**config.mk**
```make
export PLATFORM = sky130hd
export DESIGN_NAME = lut_compress_writer_flat
export DESIGN_NICKNAME = d
export VERILOG_FILES = /design/src/rtl/lut_compress_writer_if.sv /design/src/rtl/lut_compress_writer.sv /design/src/flat_wrapper.sv
export SDC_FILE = /design/constraint.sdc
export NUM_CORES = 1
export LEC_CHECK = 0
export BUFFER_PORTS_ARGS = -buffer_cell sky130_fd_sc_hd__buf_2
export CAP_MARGIN = 30
export CORE_ASPECT_RATIO = 1.75
export CORE_UTILIZATION = 29
export DETAILED_ROUTE_END_ITERATION = 12
export PLACE_DENSITY_LB_ADDON = 0.2
export SLEW_MARGIN = 10
export SYNTH_ARGS = -nofsm -noshare
export SYNTH_HDL_FRONTEND = slang
export SYNTH_SLANG_ARGS = --single-unit
```
**constraint.sdc**
```tcl
create_clock -name clk -period 8.1 [get_ports clk]
set_input_delay 1.62 -clock clk [delete_from_list [all_inputs] [get_ports clk]]
set_output_delay 1.62 -clock clk [all_outputs]
set_load 0.1 [all_outputs]
```
**src/rtl/lut_compress_writer_if.sv**
```systemverilog
// Coordinate-stream input and LUT BRAM write-port bundle for the compressed LUT writer.
// master = host/loader side, slave = lut_compress_writer.
interface lut_compress_writer_if #(
    parameter int ADDR_W = 13
);
    logic              frame_start;
    logic              coord_valid;
    logic [15:0]       coord_x;
    logic [15:0]       coord_y;
    logic              bram_we;
    logic [ADDR_W-1:0] bram_waddr;
    logic [63:0]       bram_wdata;
    logic              frame_done;
    logic              lut_ready;
    logic              err_short;

    modport master (
        output frame_start, coord_valid, coord_x, coord_y,
        input  bram_we, bram_waddr, bram_wdata, frame_done, lut_ready, err_short
    );

    modport slave (
        input  frame_start, coord_valid, coord_x, coord_y,
        output bram_we, bram_waddr, bram_wdata, frame_done, lut_ready, err_short
    );
endinterface

```
**src/rtl/lut_compress_writer.sv**
```systemverilog
// Decimates a raster remap-coordinate stream 8x8 and packs sample pairs into 64-bit
// LUT BRAM words in the layout the LUT decompressor reads back.
module lut_compress_writer #(
    parameter int ORIGINAL_WIDTH    = 1280,
    parameter int ORIGINAL_HEIGHT   = 720,
    parameter int COMPRESSED_WIDTH  = 80,
    parameter int COMPRESSED_HEIGHT = 90,
    parameter int ADDR_W            = 13
) (
    input logic                  clk,
    input logic                  rst,
    lut_compress_writer_if.slave bus
);
    localparam int COL_W = $clog2(ORIGINAL_WIDTH);
    localparam int ROW_W = $clog2(ORIGINAL_HEIGHT);

    localparam logic [COL_W-1:0]  COL_LAST  = COL_W'(ORIGINAL_WIDTH - 1);
    localparam logic [ROW_W-1:0]  ROW_LAST  = ROW_W'(ORIGINAL_HEIGHT - 1);
    localparam logic [ADDR_W-1:0] ADDR_LAST = ADDR_W'(COMPRESSED_WIDTH * COMPRESSED_HEIGHT - 1);

    typedef enum logic [1:0] {
        IDLE,
        CAPTURE,
        DONE
    } state_t;

    state_t             state;
    logic [COL_W-1:0]   col;
    logic [ROW_W-1:0]   row;
    logic [ADDR_W-1:0]  word_addr;
    logic [31:0]        hold_xy;

    logic accept;
    logic on_grid;
    logic last_pixel;

    always_comb begin
        accept     = (state == CAPTURE) && bus.coord_valid && !bus.frame_start;
        on_grid    = (col[2:0] == 3'd0) && (row[2:0] == 3'd0);
        last_pixel = (col == COL_LAST) && (row == ROW_LAST);
    end

    // Grid words are emitted strictly in address order, so the write address is a
    // plain running count of words rather than g*COMPRESSED_WIDTH + s/2.
    always_ff @(posedge clk or posedge rst) begin
        if (rst) begin
            state          <= IDLE;
            col            <= '0;
            row            <= '0;
            word_addr      <= '0;
            hold_xy        <= '0;
            bus.bram_we    <= 1'b0;
            bus.bram_waddr <= '0;
            bus.bram_wdata <= '0;
            bus.frame_done <= 1'b0;
            bus.lut_ready  <= 1'b0;
            bus.err_short  <= 1'b0;
        end else begin
            bus.bram_we    <= 1'b0;
            bus.frame_done <= 1'b0;

            if (bus.frame_done) begin
                bus.lut_ready <= 1'b1;
            end

            if (bus.frame_start) begin
                if (state == CAPTURE) begin
                    bus.err_short <= 1'b1;
                end
                state         <= CAPTURE;
                col           <= '0;
                row           <= '0;
                word_addr     <= '0;
                bus.lut_ready <= 1'b0;
            end else if (accept) begin
                if (on_grid) begin
                    if (!col[3]) begin
                        hold_xy <= {bus.coord_x, bus.coord_y};
                    end else begin
                        bus.bram_we    <= 1'b1;
                        bus.bram_waddr <= word_addr;
                        bus.bram_wdata <= {bus.coord_x, bus.coord_y, hold_xy};
                        bus.frame_done <= (word_addr == ADDR_LAST);
                        word_addr      <= word_addr + ADDR_W'(1);
                    end
                end

                if (last_pixel) begin
                    state <= DONE;
                    col   <= '0;
                    row   <= '0;
                end else if (col == COL_LAST) begin
                    col <= '0;
                    row <= row + ROW_W'(1);
                end else begin
                    col <= col + COL_W'(1);
                end
            end
        end
    end
endmodule

```
**src/flat_wrapper.sv**
```systemverilog
// flat-port wrapper written by rule: the top's interface ports become plain ports
module lut_compress_writer_flat 
#(
    parameter int ORIGINAL_WIDTH    = 1280,
    parameter int ORIGINAL_HEIGHT   = 720,
    parameter int COMPRESSED_WIDTH  = 80,
    parameter int COMPRESSED_HEIGHT = 90,
    parameter int ADDR_W            = 13
)
  (clk, rst, bus_frame_start, bus_coord_valid, bus_coord_x, bus_coord_y, bus_bram_we, bus_bram_waddr, bus_bram_wdata, bus_frame_done, bus_lut_ready, bus_err_short);
  lut_compress_writer_if #(.ADDR_W(ADDR_W)) bus_i ();
  input logic clk;
  input logic rst;
  input wire logic [$bits(bus_i.frame_start)-1:0] bus_frame_start;
  input wire logic [$bits(bus_i.coord_valid)-1:0] bus_coord_valid;
  input wire logic [$bits(bus_i.coord_x)-1:0] bus_coord_x;
  input wire logic [$bits(bus_i.coord_y)-1:0] bus_coord_y;
  output wire logic [$bits(bus_i.bram_we)-1:0] bus_bram_we;
  output wire logic [$bits(bus_i.bram_waddr)-1:0] bus_bram_waddr;
  output wire logic [$bits(bus_i.bram_wdata)-1:0] bus_bram_wdata;
  output wire logic [$bits(bus_i.frame_done)-1:0] bus_frame_done;
  output wire logic [$bits(bus_i.lut_ready)-1:0] bus_lut_ready;
  output wire logic [$bits(bus_i.err_short)-1:0] bus_err_short;
  assign bus_i.frame_start = bus_frame_start;
  assign bus_i.coord_valid = bus_coord_valid;
  assign bus_i.coord_x = bus_coord_x;
  assign bus_i.coord_y = bus_coord_y;
  assign bus_bram_we = bus_i.bram_we;
  assign bus_bram_waddr = bus_i.bram_waddr;
  assign bus_bram_wdata = bus_i.bram_wdata;
  assign bus_frame_done = bus_i.frame_done;
  assign bus_lut_ready = bus_i.lut_ready;
  assign bus_err_short = bus_i.err_short;
  lut_compress_writer #(.ORIGINAL_WIDTH(ORIGINAL_WIDTH), .ORIGINAL_HEIGHT(ORIGINAL_HEIGHT), .COMPRESSED_WIDTH(COMPRESSED_WIDTH), .COMPRESSED_HEIGHT(COMPRESSED_HEIGHT), .ADDR_W(ADDR_W)) u_core (.clk(clk), .rst(rst), .bus(bus_i));
endmodule
```
### After elaboration in Yosys (flattened, before gate mapping)

Index checks and enable logic that the tools add are counted.

| word-level totals | value |
|---|---|
| input bits | 36 |
| output and inout port bits | 81 |
| flip-flop bits (word level) | 149 |
| logic and storage cells | 64 |

| operators by class | value |
|---|---|
| equality and inequality tests | 4 |
| bitwise operators | 2 |
| reductions and logical operators | 19 |
| add/subtract/negate cells | 3 |
| mux-type cells | 25 |

Operator list:

| cell | number |
|---|---|
| $mux W13 | 4 |
| $mux W11 | 4 |
| $mux W10 | 4 |
| $add A13 B1 Y13 const B | 1 |
| $eq A13 B13 Y1 const B | 1 |
| $add A11 B1 Y11 const B | 1 |
| $eq A11 B11 Y1 const B | 1 |
| $add A10 B1 Y10 const B | 1 |
| $eq A10 B10 Y1 const B | 1 |
| $mux W1 | 10 |
| $reduce_bool A2 Y1 | 5 |
| $reduce_and A4 Y1 | 2 |
| $logic_not A3 Y1 | 2 |
| $mux W2 | 3 |
| $reduce_and A2 Y1 | 3 |
| $logic_and A1 B1 Y1 | 4 |
| $reduce_and A3 Y1 | 1 |
| $reduce_bool A3 Y1 | 1 |
| $eq A2 B1 Y1 const B | 1 |
| $not A1 Y1 | 2 |
| $logic_not A1 Y1 | 1 |

### Longest topological paths before layout

| depth | value |
|---|---|
| depth in word-level cells | 5 |
| mapped depth | 9 |
| depth with buffers taken out | 7 |

### Worst setup path after synthesis

OpenSTA, ideal clock, no wires.

| timing path | value |
|---|---|
| path kind | input to register |
| start point | input port bus_coord_valid |
| end point | register u_core.bus.bram_wdata[13] |
| data required time | 7.974 ns |
| path buffers | 3 |
| data arrival time | 2.872 ns |
| cell stages on the path | 8 |
| setup time | 0.126 ns |
| slack | 5.102 ns |
| cell sequence | and3b_1 buf_4 nand3_4 or2_1 buf_6 inv_12 buf_12 mux2_4 |

| on the way | value |
|---|---|
| cells in the longest elaborated chain, start to end | 3 |

RTL lines:

| item | line | RTL |
|---|---|---|
| from (decl) | flat_wrapper.sv:15 | `input wire logic [$bits(bus_i.coord_valid)-1:0] bus_coord_valid;` |
| $logic_and A1 B1 Y1 (2 in a row) | lut_compress_writer.sv:38 | `accept = (state == CAPTURE) && bus.coord_valid && !bus.frame_start;` |
| $reduce_and A4 Y1 (no line) | n/a |  |
| to (signal assigned) | lut_compress_writer.sv:82 | `bus.bram_wdata <= {bus.coord_x, bus.coord_y, hold_xy};` |
| to (decl) | lut_compress_writer_if.sv:24 | `output bram_we, bram_waddr, bram_wdata, frame_done, lut_ready, err_short` |

No other way between the ends.
A chain may end at the register's enable or synchronous reset.

### Worst setup path after layout

| timing path | value |
|---|---|
| start point | input port bus_coord_valid |
| end point | register u_core.row[9] |

| on the way | value |
|---|---|
| cells in the longest elaborated chain, start to end | 4 |

RTL lines:

| item | line | RTL |
|---|---|---|
| $logic_and A1 B1 Y1 (2 in a row) | lut_compress_writer.sv:38 |  |
| $reduce_bool A2 Y1 (no line) | n/a |  |
| $reduce_and A2 Y1 (no line) | n/a |  |
| to (signal assigned) | lut_compress_writer.sv:94 | `row <= row + ROW_W'(1);` |
| to (decl) | lut_compress_writer.sv:29 | `logic [ROW_W-1:0] row;` |

No other way between the ends.

==> impl_results.md <==
- Status: complete, no violations
- Congestion Overflow GR: 0
- Worst VDD drop: 0.000128 V
- Top_reg_cell synth: dfrtp_1
- Tcrit/Tclk final: 40.0%
- Count leader, synth: dfrtp_1
- FFs w/ async S/R, synth: 100%
- TritonRoute pass-1 iters: 5
- Synth cell types: 48
- CTS clk-pin slew, worst paths: 60 ps
- # clock sinks: 149
- Postcts setup bufs: 0
- Setup violations, final: 0
- N_diodes: 0
- RD Place Congestion: 0.724
- Total CTS buffers: 17
- Worst hold path class: flop to flop
- Post-Place Cells: 845
- Final Hold Viols: 0
- Hold Buf Count CTS: 0
- Rows: 72
- Synth area leaders: dfrtp_1 (57%), mux2_4 (16%), mux2_2 (7.1%)
- CTS tree: built
- I/O pins: 117
- Starting Density: 29.4%
- Largest net degree at the start of global routing: 85
- Critical setup path kind: input pin to flop
- Final setup TNS: 0 ps
- Post-synthesis area per instance: 14.4 um2
- Vias in the first global route: 4054
- Total GRT Usage: 12.1%
- Crit-path max FO: 23
- Leakage power: 3.80 nW
- Post-CTS sizing: 0
- Synth Register Bits: 149
- DR iter-0 viols: 250
- Die W: 115 um
- DRT Wirelength: 13200 um
- RSZ-0062 raised after global routing: no
- Initial antenna violation count: 0
- Max Slew Vio Count: 0
- FMAX: 309 MHz
- Antenna-violating nets left: 0
- Worst-skew pair later-pin latency: 420 ps
- Fin nets: 610
- Synth top area share: 57.4%
- Root buffer cell: clkbuf_16
- Critical path startpoint category: input pin
- Post-synth top cells: dfrtp_1 (149), mux2_4 (68), mux2_2 (41)
- Via density: 4.55
- Area delta synth->final: 20.9%
- Clock Tree Buf Depth: 2
- Port-buffer cells: 116
- Power Dens Cells: 210 nW/um2
- YS warnings: 0
- Syn_nets: 491
- Wire per inst: 15.0 um
- Slew margin rel.: 43.5%
- First-pass GRT wire length: 21000 um
- Register area share after synthesis: 57.4%
- FF+latch area: 3730 um2
- DIE AREA: 23000 um2
- Core ar.: 22100 um2
- EDFF count, synth: 0
- Post-Synthesis Cells: 450
- Residual DRC: 0
- Clock Skews: 9.04 ps
- Worst Setup End Kind: flop
- WP data required: 8430 ps
- Tmin final: 3240 ps
- Post-DP HPWL: 8880 um
- Non-filler cells, final: 877
- Fill cells: 2170
- Area of the multi-input gates: 2510 um2
- Min Hold Slack: 476 ps
- Vias post-DR: 3992
- Worst Path Arrival: 3570 ps
- Die H: 200 um
- Share of cells above drive strength 1: 46.1%
- Total power draw: 0.00165 W
- Post-Syn Area: 6500 um2
- Htree depth: 4
- Max cap viols: 0
- Tightest Pin Transition: 847 ps
- Final core occ: 35.6%
- Leading area contributor after synthesis: dfrtp_1
## layout make-up
class	instances	share of cell area [%]
clock buffers	18	5.59
inverters	10	0.701
repair buffers	119	7.84
well taps	296	4.72
clock inverters	13	1.70
multi-input cells	272	32.0
flip-flops and latches	149	47.5
## power by group
| part | switching [W] | leakage (nW) | internal, W |
|---|---|---|---|
| Sequential | 0.0000181 | 2.00 | 0.000783 |
| Combinational | 0.0000439 | 1.52 | 0.0000428 |
| Clock | 0.000304 | 0.278 | 0.000458 |
## flip-flops by register name (all words and copies together) (netlist names), 2 cells and up
name	cells
u_core.bus.bram_wdata	64
u_core.bus.bram_waddr	13
u_core.hold_xy	32
u_core.col	11
u_core.word_addr	13
u_core.row	10
u_core.state	2
## cells in the final DEF (no fill, tap or decap), types with 2 or more instances in the layout
cell,Yosys,final
o31ai_1,4,4
mux2i_1,2,2
nand3_1,13,12
nand4_1,9,9
clkinvlp_4,0,3
and3_1,3,3
nand2_1,9,9
dfrtp_1,149,149
clkbuf_16,0,17
inv_6,0,2
mux2_4,68,68
nor4b_1,2,2
clkinv_2,0,5
a21oi_1,24,24
or4_1,4,4
bufinv_16,0,2
nor2_1,15,15
and2_1,2,2
xor2_1,7,7
nor3_1,2,2
mux2_2,41,41
or3_1,16,16
clkinv_4,0,2
o211ai_1,2,2
nor3b_1,2,2
nor2b_1,2,2
buf_4,1,2
buf_2,4,116
and4_1,3,3
o21ai_0,16,16
nand4b_1,3,3
ha_1,5,5
inv_1,9,8
nand2b_1,3,3
## stage by stage
stage	instance area (um2)	setup slack, ps
finish	7850	4860
detailed placement	7260	4280
global route	7850	4580
CTS	7830	4700
floorplan	6500	2470
global placement	7260	4330
## per-layer routing
metal	global-route usage, %	part of all wire [%]	vias to the layer above
met5	0	0	-
met4	5.82	2.1	0
met3	3.35	4.3	19
met2	21.0	52	107
met1	13.5	41	2006
li1	-	-	1860
## critical path, cell delays in order
cell and delay [ps]:
buf_2 100, nand4b_1 230, nand4b_1 750, or4_1 710
a21oi_1 160
## final timing paths
check / cells past startpoint / end / slack [ps] / from
max reg2reg: 5 / u_core.row[9] / 5510 / u_core.col[1]
max: 5 / u_core.row[9] / 4860 / bus_coord_valid
min in group asynchronous: 2 / u_core.bus.bram_wdata[47] / 1340 / rst
min reg2reg: 1 / u_core.bus.err_short / 480 / u_core.bus.err_short
max in group asynchronous: 3 / u_core.hold_xy[20] / 5410 / rst
min: 1 / u_core.bus.err_short / 480 / u_core.bus.err_short
## kinds of logic after synthesis
| logic type | count (synthesis) | share of synthesized area, % |
|---|---|---|
| buffers and inverters | 29 | 4.03 |
| AO/OA/AOI/OAI | 52 | 4.51 |
| multiplexers | 111 | 23.1 |
| adder cells (fa/ha/maj) | 5 | 0.963 |
| AND/OR/NAND/NOR | 96 | 8.90 |
| flip-flops | 149 | 57.4 |
| XOR/XNOR | 8 | 1.08 |
Note: power is estimated with default switching activity, not from simulation.
